[config.mk]
export PLATFORM = sky130hd
export DESIGN_NAME = adpll_sar_ctrl
export DESIGN_NICKNAME = d
export VERILOG_FILES = /design/src/rtl/adpll_sar_ctrl.sv
export SDC_FILE = /design/constraint.sdc
export NUM_CORES = 1
export LEC_CHECK = 0
export CAP_MARGIN = 20
export CORE_MARGIN = 5
export CORE_UTILIZATION = 50
export DETAILED_ROUTE_END_ITERATION = 8
export HOLD_SLACK_MARGIN = 0.02
export PLACE_DENSITY_LB_ADDON = 0.15
export SLEW_MARGIN = 25
export SYNTH_ARGS = -nofsm -noshare
export SYNTH_HDL_FRONTEND = slang
export SYNTH_SLANG_ARGS = --single-unit
[constraint.sdc]
create_clock -name ref_clk -period 2.7 [get_ports ref_clk]
set_clock_uncertainty 0.05 [all_clocks]
set_input_delay 0.54 -clock ref_clk [delete_from_list [all_inputs] [get_ports ref_clk]]
set_output_delay 0.54 -clock ref_clk [all_outputs]
set_load 0.1 [all_outputs]
[src/rtl/adpll_sar_ctrl.sv]
// -----------------------------------------------------------------------------
// adpll_sar_ctrl
//   ADPLL loop controller. It sets the DCO coarse tuning word (ctw) by a SAR
//   binary search on the filtered PFD up/dn votes. It then tracks the fine
//   tuning word (ftw) one LSB per cycle by bang-bang steps. It declares and
//   drops lock from runs of balanced/unbalanced cycles. If ftw would run past
//   either rail, or when relock is pulsed, coarse acquisition starts again.
//
// Ports
//   ref_clk      in   1      loop clock
//   reset        in   1      synchronous, active-high reset
//   enable       in   1      1 = run loop, 0 = park in IDLE
//   relock       in   1      pulse: restart coarse acquisition (ignored in IDLE)
//   up           in   1      PFD UP, DCO too slow
//   dn           in   1      PFD DN, DCO too fast
//   ctw          out  CTW_W  coarse tuning word (larger = faster)
//   ftw          out  FTW_W  fine tuning word (larger = faster)
//   coarse_done  out  1      high in FINE or LOCKED
//   locked       out  1      high in LOCKED
//   state        out  2      IDLE=0, COARSE=1, FINE=2, LOCKED=3
// -----------------------------------------------------------------------------
module adpll_sar_ctrl #(
  parameter int CTW_W         = 8,
  parameter int FTW_W         = 8,
  parameter int SETTLE        = 16,
  parameter int LOCK_CYCLES   = 32,
  parameter int UNLOCK_CYCLES = 4
) (
  input  logic             ref_clk,
  input  logic             reset,
  input  logic             enable,
  input  logic             relock,
  input  logic             up,
  input  logic             dn,
  output logic [CTW_W-1:0] ctw,
  output logic [FTW_W-1:0] ftw,
  output logic             coarse_done,
  output logic             locked,
  output logic [1:0]       state
);

  localparam int KW = (CTW_W > 1) ? $clog2(CTW_W) : 1;
  localparam int VW = $clog2(SETTLE + 1);
  localparam int BW = $clog2(LOCK_CYCLES + 1);
  localparam int UW = $clog2(UNLOCK_CYCLES + 1);

  localparam logic [CTW_W-1:0] CTW_MID = CTW_W'(1) << (CTW_W - 1);
  localparam logic [FTW_W-1:0] FTW_MID = FTW_W'(1) << (FTW_W - 1);
  localparam logic [FTW_W-1:0] FTW_MAX = {FTW_W{1'b1}};
  localparam logic [KW-1:0]    K_TOP   = KW'(CTW_W - 1);

  typedef enum logic [1:0] {
    S_IDLE   = 2'd0,
    S_COARSE = 2'd1,
    S_FINE   = 2'd2,
    S_LOCKED = 2'd3
  } state_t;

  state_t           state_q;
  logic [CTW_W-1:0] ctw_q;
  logic [FTW_W-1:0] ftw_q;
  logic [KW-1:0]    k_q;
  logic [VW-1:0]    up_cnt_q, dn_cnt_q, win_q;
  logic [BW-1:0]    bal_q;
  logic [UW-1:0]    unb_q;
  logic             coarse_done_q, locked_q;

  logic             up_only, dn_only, balanced;
  logic [VW-1:0]    up_tot, dn_tot;
  logic             win_last, sar_keep;
  logic [CTW_W-1:0] k_bit, ctw_sar_d;
  logic [FTW_W-1:0] ftw_step_d;
  logic             ftw_rail, tracking, restart;

  assign up_only  = up & ~dn;
  assign dn_only  = dn & ~up;
  assign balanced = (up == dn);

  // Vote totals including the current cycle's sample, so the decision on
  // the SETTLE-th sample sees the full window.
  assign up_tot   = up_cnt_q + VW'(up_only);
  assign dn_tot   = dn_cnt_q + VW'(dn_only);
  assign win_last = (win_q == VW'(SETTLE - 1));
  assign sar_keep = ~(dn_tot > up_tot);   // tie keeps the trial bit

  // Resolve bit k and set the next trial bit (k_bit>>1 is zero once k=0).
  assign k_bit     = CTW_W'(1) << k_q;
  assign ctw_sar_d = (ctw_q & ~k_bit) | (sar_keep ? k_bit : '0) | (k_bit >> 1);

  assign ftw_step_d = up_only ? (ftw_q + FTW_W'(1)) :
                      dn_only ? (ftw_q - FTW_W'(1)) : ftw_q;
  assign ftw_rail   = (up_only && (ftw_q == FTW_MAX)) || (dn_only && (ftw_q == '0));
  assign tracking   = (state_q == S_FINE) || (state_q == S_LOCKED);

  // A fresh coarse search starts on leaving IDLE, on relock, or on a rail hit.
  assign restart = (state_q == S_IDLE) || (relock && (state_q != S_IDLE)) ||
                   (tracking && ftw_rail);

  // Loop controller FSM; every output is a register.
  always_ff @(posedge ref_clk) begin
    if (reset || !enable) begin
      state_q       <= S_IDLE;
      ctw_q         <= CTW_MID;
      ftw_q         <= FTW_MID;
      k_q           <= K_TOP;
      up_cnt_q      <= '0;
      dn_cnt_q      <= '0;
      win_q         <= '0;
      bal_q         <= '0;
      unb_q         <= '0;
      coarse_done_q <= 1'b0;
      locked_q      <= 1'b0;
    end else if (restart) begin
      state_q       <= S_COARSE;
      ctw_q         <= CTW_MID;
      ftw_q         <= FTW_MID;
      k_q           <= K_TOP;
      up_cnt_q      <= '0;
      dn_cnt_q      <= '0;
      win_q         <= '0;
      bal_q         <= '0;
      unb_q         <= '0;
      coarse_done_q <= 1'b0;
      locked_q      <= 1'b0;
    end else begin
      case (state_q)
        S_COARSE: begin
          if (win_last) begin
            ctw_q    <= ctw_sar_d;
            up_cnt_q <= '0;
            dn_cnt_q <= '0;
            win_q    <= '0;
            if (k_q != KW'(0)) begin
              k_q <= k_q - KW'(1);
            end else begin
              state_q       <= S_FINE;
              coarse_done_q <= 1'b1;
              bal_q         <= '0;
              unb_q         <= '0;
            end
          end else begin
            up_cnt_q <= up_tot;
            dn_cnt_q <= dn_tot;
            win_q    <= win_q + VW'(1);
          end
        end
        S_FINE: begin
          ftw_q <= ftw_step_d;
          if (!balanced) begin
            bal_q <= '0;
          end else if (bal_q == BW'(LOCK_CYCLES - 1)) begin
            state_q  <= S_LOCKED;
            locked_q <= 1'b1;
            bal_q    <= '0;
            unb_q    <= '0;
          end else begin
            bal_q <= bal_q + BW'(1);
          end
        end
        S_LOCKED: begin
          ftw_q <= ftw_step_d;
          if (balanced) begin
            unb_q <= '0;
          end else if (unb_q == UW'(UNLOCK_CYCLES - 1)) begin
            state_q  <= S_FINE;
            locked_q <= 1'b0;
            bal_q    <= '0;
            unb_q    <= '0;
          end else begin
            unb_q <= unb_q + UW'(1);
          end
        end
        default: state_q <= S_IDLE;
      endcase
    end
  end

  assign ctw         = ctw_q;
  assign ftw         = ftw_q;
  assign coarse_done = coarse_done_q;
  assign locked      = locked_q;
  assign state       = state_q;

endmodule
# After elaboration in Yosys (flattened, before gate mapping)
# Cells that the tools add are included.
[op_classes] n_addsub=8 n_lt_le_gt_ge=1 eq_ne=20 shifts=1 mux=33 bitwise=9 reduce_logical=28
[ops] operator="$mux 6" count=6
[ops] operator="$mux 8" count=3
[ops] operator="$mux 3" count=6
[ops] operator="$pmux 6 s3" count=1
[ops] operator="$mux 5" count=3
[ops] operator="$reduce_and 5->1" count=3
[ops] operator="$mux 2" count=6
[ops] operator="$ne 3x3->1 const B" count=4
[ops] operator="$reduce_and 6->1" count=2
[ops] operator="$add 5x1->5" count=2
[ops] operator="$pmux 3 s3" count=1
[ops] operator="$add 8x1->8 const B" count=1
[ops] operator="$and 8x8->8" count=1
[ops] operator="$eq 8x8->1 const B" count=1
[ops] operator="$logic_not 8->1" count=1
[ops] operator="$ne 2x2->1 const B" count=4
[ops] operator="$not 8->8" count=1
[ops] operator="$or 8x7->8" count=1
[ops] operator="$or 8x8->8" count=1
[ops] operator="$shl 1x3->8 const A" count=1
[ops] operator="$sub 8x1->8 const B" count=1
[ops] operator="$add 6x1->6 const B" count=1
[ops] operator="$eq 6x5->1 const B" count=1
[ops] operator="$ne 3x2->1 const B" count=2
[ops] operator="other kinds (24)" count=46
[word_totals] reg_bits=47 input_bits=6 output_inout_bits=20

# Longest topological paths before layout
# Gate-level depths: netlist of the first run.
[logic_depth] depth_word=8 mapped_depth=12 ltp_nobuf=12

# Least setup slack after synthesis of the first run
# Ideal clock, no wire load.
[synth_path] path_kind="register -> register" start="register ftw_q[0], in the netlist ftw[0]" end="register ftw_q[6], in the netlist ftw[6]" setup_ns=0.074 t_arrival_ns=2.662 required_ns=2.576 setup_slack_ns=-0.086 path_stages_with_launch=8 path_cell_list="dfxtp_1 > inv_1 > fa_1 > nand2b_1 > a21oi_1 > nor2_1 > or4b_1 > a31oi_1"
[synth_via] elab_chain_len=6 elab_cells_between_ends=12
[synth_lines] element="start: declaration" line_no="61" text="logic [FTW_W-1:0] ftw_q;"
[synth_lines] element="start signal: assignment" line_no="148" text="ftw_q <= ftw_step_d;"
[synth_lines] element="start signal: assignment" line_no="161" text="ftw_q <= ftw_step_d;"
[synth_lines] element="branches (longest 6 deep; another with $sub 8x1->8)"
# Parallel ways; which one is timed is not known. The select of a mux whose other input is x is not followed.
# A chain may end at the register's enable or synchronous reset.

# Final worst setup path of the first run
[layout_path] start="input up" end="register ctw_q[1], in the netlist ctw[1]"
[layout_via] elab_chain_len=7 elab_cells_between_ends=15
[layout_lines] element="start: declaration" line_no="33" text="input logic up,"
[layout_lines] element="$not 1->1" line_no="76" text="assign dn_only = dn & ~up;"
[layout_lines] element="$and 1x1->1" line_no="76"
[layout_lines] element="$add 5x1->5 or $logic_and 1x1->1 (tied branches)" line_no="82, 92"
[layout_lines] element="$gt 5x5->1 or $logic_or 1x1->1 (tied branches)" line_no="84, 92"
[layout_lines] element="$mux 8 or $logic_and 1x1->1 (tied branches)" line_no="88, 97"
[layout_lines] element="$or 8x8->8 or $logic_or 1x1->1 (tied branches)" line_no="88, 96"
[layout_lines] element="$or 8x7->8 or $reduce_or 2->1 (tied branches)"
[layout_lines] element="end signal: assignment" line_no="129" text="ctw_q <= ctw_sar_d;"
[layout_lines] element="end: declaration" line_no="60" text="logic [CTW_W-1:0] ctw_q;"
# Parallel ways exist; a longest one is shown, timed or not.

==> reports/qor.yml, run 1 <==
status: "finished, final reports clean"
synth.top_cell.area_share: 0.333
fmax_mhz: 385
wl_per_cell_um: 15.5
worstSetupEndpoint: "ctw[1]"
cts.sinks: 47
p_leak_nw: 1.38
die_area_um2: 7250
drt_first_pass_iters: 4
synth_most_common_cell: "dfxtp_1"
startpoint_type: "input port"
antenna_found_initial: 0
core_um2: 5510
drc_errors: 0
met1_length_um: 3410
async_reset_ff_frac: 0
reg2reg_to: "ctw[1]"
numCtsBuffers: 5
vdd_drop_max_v: 0.000235
synth_area_leaders: "dfxtp_1, ha_1, a21oi_1"
clockBufferDepth: 2
min_path_type: "reg -> reg"
nNetsFinal: 422
final_area_um2: 3560
relSlewSlack: 0.653
cpMostUsedCell: "ha_4"
synth_ff_type: "dfxtp_1"
tritoncts: "done"
pre_cts_ws_ps: -671
p_seq_frac: 0.512
synthCells: 332
clkTransAtPathRegs_ps: 90
rows: 27
regToRegStartpoint: "dn_cnt_q[0]"
worstPathRequired_ps: 2860
endpoint_kind: "flip-flop"
syn_area_um2: 2820
synth_area_per_cell_um2: 8.50
path_cells: "dlygate4sd2_1, inv_1, ha_2, ha_4, ha_4, xor2_2, ha_1, o21ai_1, a21oi_1, o31a_1, buf_6, a311oi_2"
synth_top_cell_by_area: "dfxtp_1"
crit_start: "up"
setup_tns_ps: 0
grt_pass1_wl_um: 12100
die_w_um: 85.1
routed-wl-met2_um: 3440
synth_edf_count: 0
io_buffers: 25
vias: 2671
viasPerCell: 5.77
drtIter0Drc: 162
n_antenna_cell: 0
cp_top_family: "adder cells"
cts.htree.levels: 2
clock_latency_ps: 310
synth_nets: 364
layout-drive-gt1-share: 0.248
regToRegSetupSlack_ps: 510
worstPathBufferInverterCount: 3
finalSetupViolations: 0
finalCritPeriodShare: 0.961
wl_um: 7160
postPlaceCellArea_um2: 3340
crit_fanout: 4
wl_met3_um: 248
p_comb_frac: 0.081
clockPowerShare: 0.408
worst_pin_slew_ps: 520
switching_power_mw: 0.338
start_util: 0.513
p_int_mw: 1.03
yosys_warnings: 0
floorplan.io_pins: 26
cp_slowest_cell: "ha_1"
fp.dieH_um: 85.1
setup_ws_ps: 105
grt_pass1_vias: 2588
min_period_ps: 2590
synth.distinct_cells: 59
gp_congestion: 0.871
whs_ps: 396
drv_slew: 0
area_delta_synth_final_pct: 26.3
highest_layer: "met4"
critical_path_depth: 12
critical_path.max_stage_delay_ps: 310
total_power_mw: 1.36
cap_violations: 0
grt-ovfl-total: 0
grt_max_degree: 17
criticalPathCategory: "in -> reg"
ys_ff_latch: 47
track_usage: 0.202
ys_seq_area_frac: 0.333
hold_violations: 0
power.share.switching: 0.248
ys_top_cells_by_count: "dfxtp_1, nor2_1, a21oi_1"
dpl.hpwl_um: 5110
reg2reg_depth: 9
ant_nets: 0
power_density_nw_per_um2: 383
root_buffer: "clkbuf_8"
arrival_ps: 2760
[tightest hold or removal path: stages (launching register included)]
cell	delay, ps
dfxtp_1	320
inv_1	40
a2111oi_0	50
[layout by cell type (no fill, tap or decap), types with 3 or more instances in the layout]
| cell | count |
|---|---|
| buf_4 | 58 |
| dfxtp_1 | 45 |
| nor2_1 | 36 |
| a21oi_1 | 28 |
| nand2_1 | 24 |
| ha_1 | 19 |
| inv_1 | 13 |
| nand3_1 | 13 |
| o21ai_0 | 12 |
| nand2b_1 | 9 |
| nor3_1 | 7 |
| a31oi_1 | 7 |
| a32oi_1 | 6 |
| nor2b_1 | 5 |
| a211oi_1 | 5 |
| o211ai_1 | 5 |
| ha_4 | 5 |
| clkbuf_8 | 5 |
| nand4b_1 | 4 |
| xor2_1 | 3 |
| nor3_2 | 3 |
| nand4_1 | 3 |
| or3_1 | 3 |
| or2_2 | 3 |
| a2111oi_0 | 3 |
| a21o_1 | 3 |
| mux2i_1 | 3 |
| o22ai_1 | 3 |
| clkdlybuf4s50_1 | 3 |
[metal layers]
| metal | vias to the layer above | track usage |
|---|---|---|
| met5 | - | 0 |
| met4 | 0 | 0.0532 |
| met3 | 6 | 0.0291 |
| met2 | 38 | 0.344 |
| met1 | 1282 | 0.267 |
| li1 | 1345 | - |
[flip-flops by register name (all words and copies together) (netlist names), named ones only]
register,cells
bal_q,6
win_q,5
locked,1
dn_cnt_q,5
ftw,8
k_q,3
ctw,7
unb_q,3
state,2
up_cnt_q,5
coarse_done,1
[how the worst min path moves through the flow]
stage / startpoint / to / slack, ps / cells after the start
detailed placement: unb_q[2] / unb_q[2] / 390 / 2
global placement: unb_q[2] / unb_q[2] / 380 / 2
finish: unb_q[2] / unb_q[2] / 400 / 2
floorplan: unb_q[2] / unb_q[2] / 370 / 2
CTS: unb_q[2] / unb_q[2] / 400 / 2
global route: win_q[4] / win_q[4] / 430 / 1
[what timing repair did]
item | 4_1_cts | 5_1_grt
pin swaps | 6 | 1
setup endpoints to repair | 10 | 1
resized for setup | 20 | 2
buffers inserted | 1 | 0
hold buffers | 0 | 0
[layout make-up]
| type | instances | area, um^2 |
|---|---|---|
| tap | 72 | 90.1 |
| clock buffer | 5 | 68.8 |
| timing repair buffer | 65 | 514 |
| multi-input combinational | 257 | 1850 |
| inverter | 14 | 52.6 |
| fill | 501 | 1940 |
| sequential | 47 | 943 |
| clock inverter | 3 | 47.5 |
[cell families (layout without fill, tap and decap cells)]
group / count (synthesis) / after routing / synth area share
compound gates: 94 / 94 / 0.227
mux: 5 / 5 / 0.0186
buf+inv: 28 / 87 / 0.0483
xor+xnor: 8 / 8 / 0.0248
fa+ha+maj: 26 / 26 / 0.118
flops: 47 / 47 / 0.333
simple gates: 124 / 124 / 0.230
[power by group through the flow]
stage | logic (mW) | clock network [mW] | registers [mW]
floorplan | 0.0573 | 0 | 0.718
global placement | 0.102 | 0 | 0.714
detailed placement | 0.103 | 0 | 0.714
CTS | 0.109 | 0.564 | 0.698
global route | 0.120 | 0.590 | 0.699
finish | 0.110 | 0.556 | 0.698
[per-stage QoR]
stage,std cells,util
4_1_cts,463,0.644
3_5_place_dp,454,0.606
3_3_place_gp,454,0.606
2_1_floorplan,332,-
6_report,463,0.647
5_1_grt,463,0.647
(Power assumes the default switching activity.)
==> run 2, diff against run 1 <==
- CORE_UTILIZATION: 50 -> 51
- CTS_CLUSTER_DIAMETER: default -> 50
==> reports/qor.yml, run 2 (synthesized netlist as in run 1, its figures left out) <==
clkTransAtPathRegs_ps: 100
hold_violations: 0
final_common_cell: "buf_4"
status: "finished, final reports clean"
final_cell_mix: "buf_4, dfxtp_1, nor2_1"
grt_busiest_layer: "met2"
hold_start: "unb_q[2]"
fillers: 471
worstPathBufferInverterCount: 3
numCtsBuffers: 5
fmax_mhz: 391
nNetsFinal: 423
hold_end: "unb_q[2]"
reg2reg_depth: 9
drc_errors: 0
hold_buffers: 0
path_cells: "dlygate4sd2_1, inv_1, ha_2, ha_4, ha_4, xor2_2, ha_1, o21ai_1, a21oi_1, o31a_1, buf_6, a311oi_2"
gr-usage-met3: 0.0402
place_inst: 455
die_w_um: 84.4
criticalPathCategory: "in -> reg"
min_period_ps: 2560
clockBufferDepth: 2
core_um2: 5440
setup_ws_ps: 142
grt-ovfl-total: 0
pre_cts_ws_ps: -593
dpl.hpwl_um: 5100
hold_depth: 2
reg2reg_to: "ctw[3]"
worstPathRequired_ps: 2870
whs_ps: 400
cts.htree.levels: 2
n_antenna_cell: 0
tritoncts: "done"
critical_path.max_stage_delay_ps: 340
viasPerCell: 5.69
finalCritPeriodShare: 0.947
grt_pass1_wl_um: 12000
area_delta_synth_final_pct: 25.0
met2_usage: 0.344
min_path_type: "reg -> reg"
die_area_um2: 7120
crit_fanout: 4
finalSetupViolations: 0
vdd_drop_max_v: 0.000321
clock_latency_ps: 300
cap_violations: 0
layout-drive-gt1-share: 0.255
startpoint_type: "input port"
arrival_ps: 2730
floorplan.io_pins: 26
wl_per_cell_um: 15.0
vias: 2642
cts.sinks: 47
use_met1: 0.262
regToRegStartpoint: "dn_cnt_q[0]"
worst_pin_slew_ps: 535
ant_nets: 0
cp_slowest_cell: "o31a_1"
setup_tns_ps: 0
wl_um: 6960
largest_reg_flops: 8
track_usage: 0.201
drt_first_pass_iters: 4
endpoint_kind: "flip-flop"
start_util: 0.519
drtIter0Drc: 113
gp_congestion: 0.848
cpMostUsedCell: "ha_4"
cp_top_family: "adder cells"
antenna_found_initial: 0
fp.dieH_um: 84.4
relSlewSlack: 0.643
fin_cells: 464
grt_max_degree: 22
rows: 27
drv_slew: 0
root_buffer: "clkbuf_8"
regToRegSetupSlack_ps: 500
io_buffers: 25
grt_pass1_vias: 2587
rsz0062_at_grt: "false"
p_leak_nw: 1.37
power_density_nw_per_um2: 353
## run 2: repair_timing
| item | CTS | global route |
|---|---|---|
| resized for setup | 21 | 0 |
| setup buffers | 1 | 0 |
| endpoints found under the setup margin | 11 | 0 |
## run 2: per-layer routing
layer	up-vias	routed length (um)
met5	-	0
met4	0	57
met3	4	233
met2	45	3320
met1	1252	3350
li1	1341	-
## run 2: cell type report
cell class | instances | area (um^2) | share of cell area
Multi-Input combinational cell | 257 | 1830 | 0.518
Timing Repair Buffer | 66 | 522 | 0.148
Clock buffer | 5 | 68.8 | 0.0195
Sequential cell | 47 | 943 | 0.267
Clock inverter | 3 | 22.5 | 0.00638
Inverter | 14 | 52.6 | 0.0149
Tap cell | 72 | 90.1 | 0.0255
## run 2: worst max-delay path by stage
stage | start | end | slack [ps] | cells after the start
finish | up | ctw[3] | 140 | 12
global route | dn | ftw[7] | 30 | 12
CTS | dn | ftw[7] | 160 | 12
detailed placement | up | ctw[4] | -590 | 12
global placement | up | ctw[4] | -470 | 12
floorplan | dn | ftw[7] | 10 | 10
## run 2: where the power goes
group	switching (mW)	total [mW]	leakage [nW]	internal [mW]
logic	0.0583	0.110	0.940	0.0517
clock network	0.252	0.438	0.0485	0.186
registers	0.00420	0.698	0.380	0.694
## run 2: tightest hold or removal path, stage by stage (launching register included)
cell	delay, ps
dfxtp_1	320
inv_1	40
a2111oi_0	50
## run 2: metrics by stage
step / cell area [um^2] / utilization / power, mW
final: 3530 / 0.649 / 1.25
after global routing: 3530 / 0.649 / 1.30
after CTS: 3530 / 0.649 / 1.26
after detailed placement: 3340 / 0.615 / 0.819
after global placement: 3340 / 0.615 / 0.818
after floorplan: 2830 / - / 0.775
==> run 3, diff against run 2 <==
- SKIP_CTS_REPAIR_TIMING: default -> 1
==> reports/qor.yml, run 3 (synthesized netlist as in run 1, its figures left out) <==
hold_start: "unb_q[2]"
core_um2: 5440
place_inst: 455
vias: 2619
fmax_mhz: 399
fillers: 473
total_power_mw: 1.25
hold_violations: 0
worst_pin_slew_ps: 532
clock_latency_ps: 300
drtIter0Drc: 97
fp.dieH_um: 84.4
grt_pass1_wl_um: 11700
die_area_um2: 7120
min_path_type: "reg -> reg"
clockBufferDepth: 2
track_usage: 0.195
floorplan.io_pins: 26
root_buffer: "clkbuf_8"
die_w_um: 84.4
hold_depth: 2
dpl.hpwl_um: 5100
numCtsBuffers: 5
final_area_um2: 3520
final_common_cell: "buf_4"
reg2reg_depth: 9
wl_um: 6950
nNetsFinal: 422
drt_first_pass_iters: 4
final_cell_mix: "buf_4, dfxtp_1, nor2_1"
power_density_nw_per_um2: 355
crit_fanout: 3
p_leak_nw: 1.38
ant_nets: 0
arrival_ps: 2680
relSlewSlack: 0.645
worstPathRequired_ps: 2880
finalSetupViolations: 0
regArea_um2: 943
gp_congestion: 0.848
criticalPathCategory: "in -> reg"
start_util: 0.519
whs_ps: 401
reg2reg_to: "ctw[6]"
clkTransAtPathRegs_ps: 100
wl_per_cell_um: 15.0
cts.htree.levels: 2
fin_cells: 463
endpoint_kind: "flip-flop"
antenna_found_initial: 0
regToRegStartpoint: "dn_cnt_q[0]"
grt-ovfl-total: 0
rows: 27
drv_slew: 0
postPlaceCellArea_um2: 3340
rsz0062_at_grt: "false"
status: "finished, final reports clean"
n_antenna_cell: 0
hold_end: "unb_q[2]"
tritoncts: "done"
cts.sinks: 47
regToRegSetupSlack_ps: 440
area_delta_synth_final_pct: 24.6
largest_reg_flops: 8
grt_pass1_vias: 2566
startpoint_type: "input port"
drc_errors: 0
cap_violations: 0
layout-drive-gt1-share: 0.256
min_period_ps: 2510
vdd_drop_max_v: 0.000325
multi_input_area_um2: 1820
viasPerCell: 5.66
grt_max_degree: 22
io_buffers: 25
finalCritPeriodShare: 0.928
## run 3: cell count changes in the layout (fill, tap and decap cells not counted), sizes merged
cell	previous run	this run
buf	61	60
dlygate4sd2	2	0
dlymetal6s2s	0	2
## run 3: layout make-up
class                           count  share of cell area
Multi-Input combinational cell    257               0.517
Sequential cell                    47               0.268
Timing Repair Buffer               65               0.148
Tap cell                           72              0.0256
Clock buffer                        5              0.0196
Inverter                           14              0.0149
Clock inverter                      3             0.00641
## run 3: critical path: stages
cell and delay, ps:
dlymetal6s2s_1 140, inv_1 60, ha_2 170, ha_2 170
ha_2 200, xor2_2 180, ha_1 260, o21ai_1 140
a21oi_1 60, o31a_1 340, and2_4 200, a211oi_1 220
## run 3: metrics by stage
step           setup WS [ps]   util  setup TNS [ps]
2_1_floorplan           13.8      -               0
3_3_place_gp            -470  0.615           -5430
3_5_place_dp            -593  0.615           -7310
4_1_cts                 -327  0.632           -2370
5_1_grt                  146  0.646               0
6_report                 193  0.646               0
## run 3: routing by layer
layer,global-route usage,part of all wire,wire length (um)
met1,0.256,0.49,3380
met2,0.331,0.47,3280
met3,0.0373,0.033,229
met4,0.0475,0.0082,57
met5,0,0,0
## run 3: how the worst max path moves through the flow
| stage | start | to | slack (ps) | depth (start not counted) |
|---|---|---|---|---|
| finish | up | ctw[6] | 190 | 12 |
| global route | up | ctw[6] | 150 | 12 |
| detailed placement | up | ctw[4] | -590 | 12 |
| CTS | up | ctw[4] | -330 | 12 |
| floorplan | dn | ftw[7] | 10 | 10 |
| global placement | up | ctw[4] | -470 | 12 |
## run 3: power breakdown
part           internal [mW]  switching, mW  total [mW]
clock network          0.186          0.255       0.441
registers              0.694        0.00414       0.698
logic                 0.0513         0.0583       0.110
total                  0.931          0.318        1.25
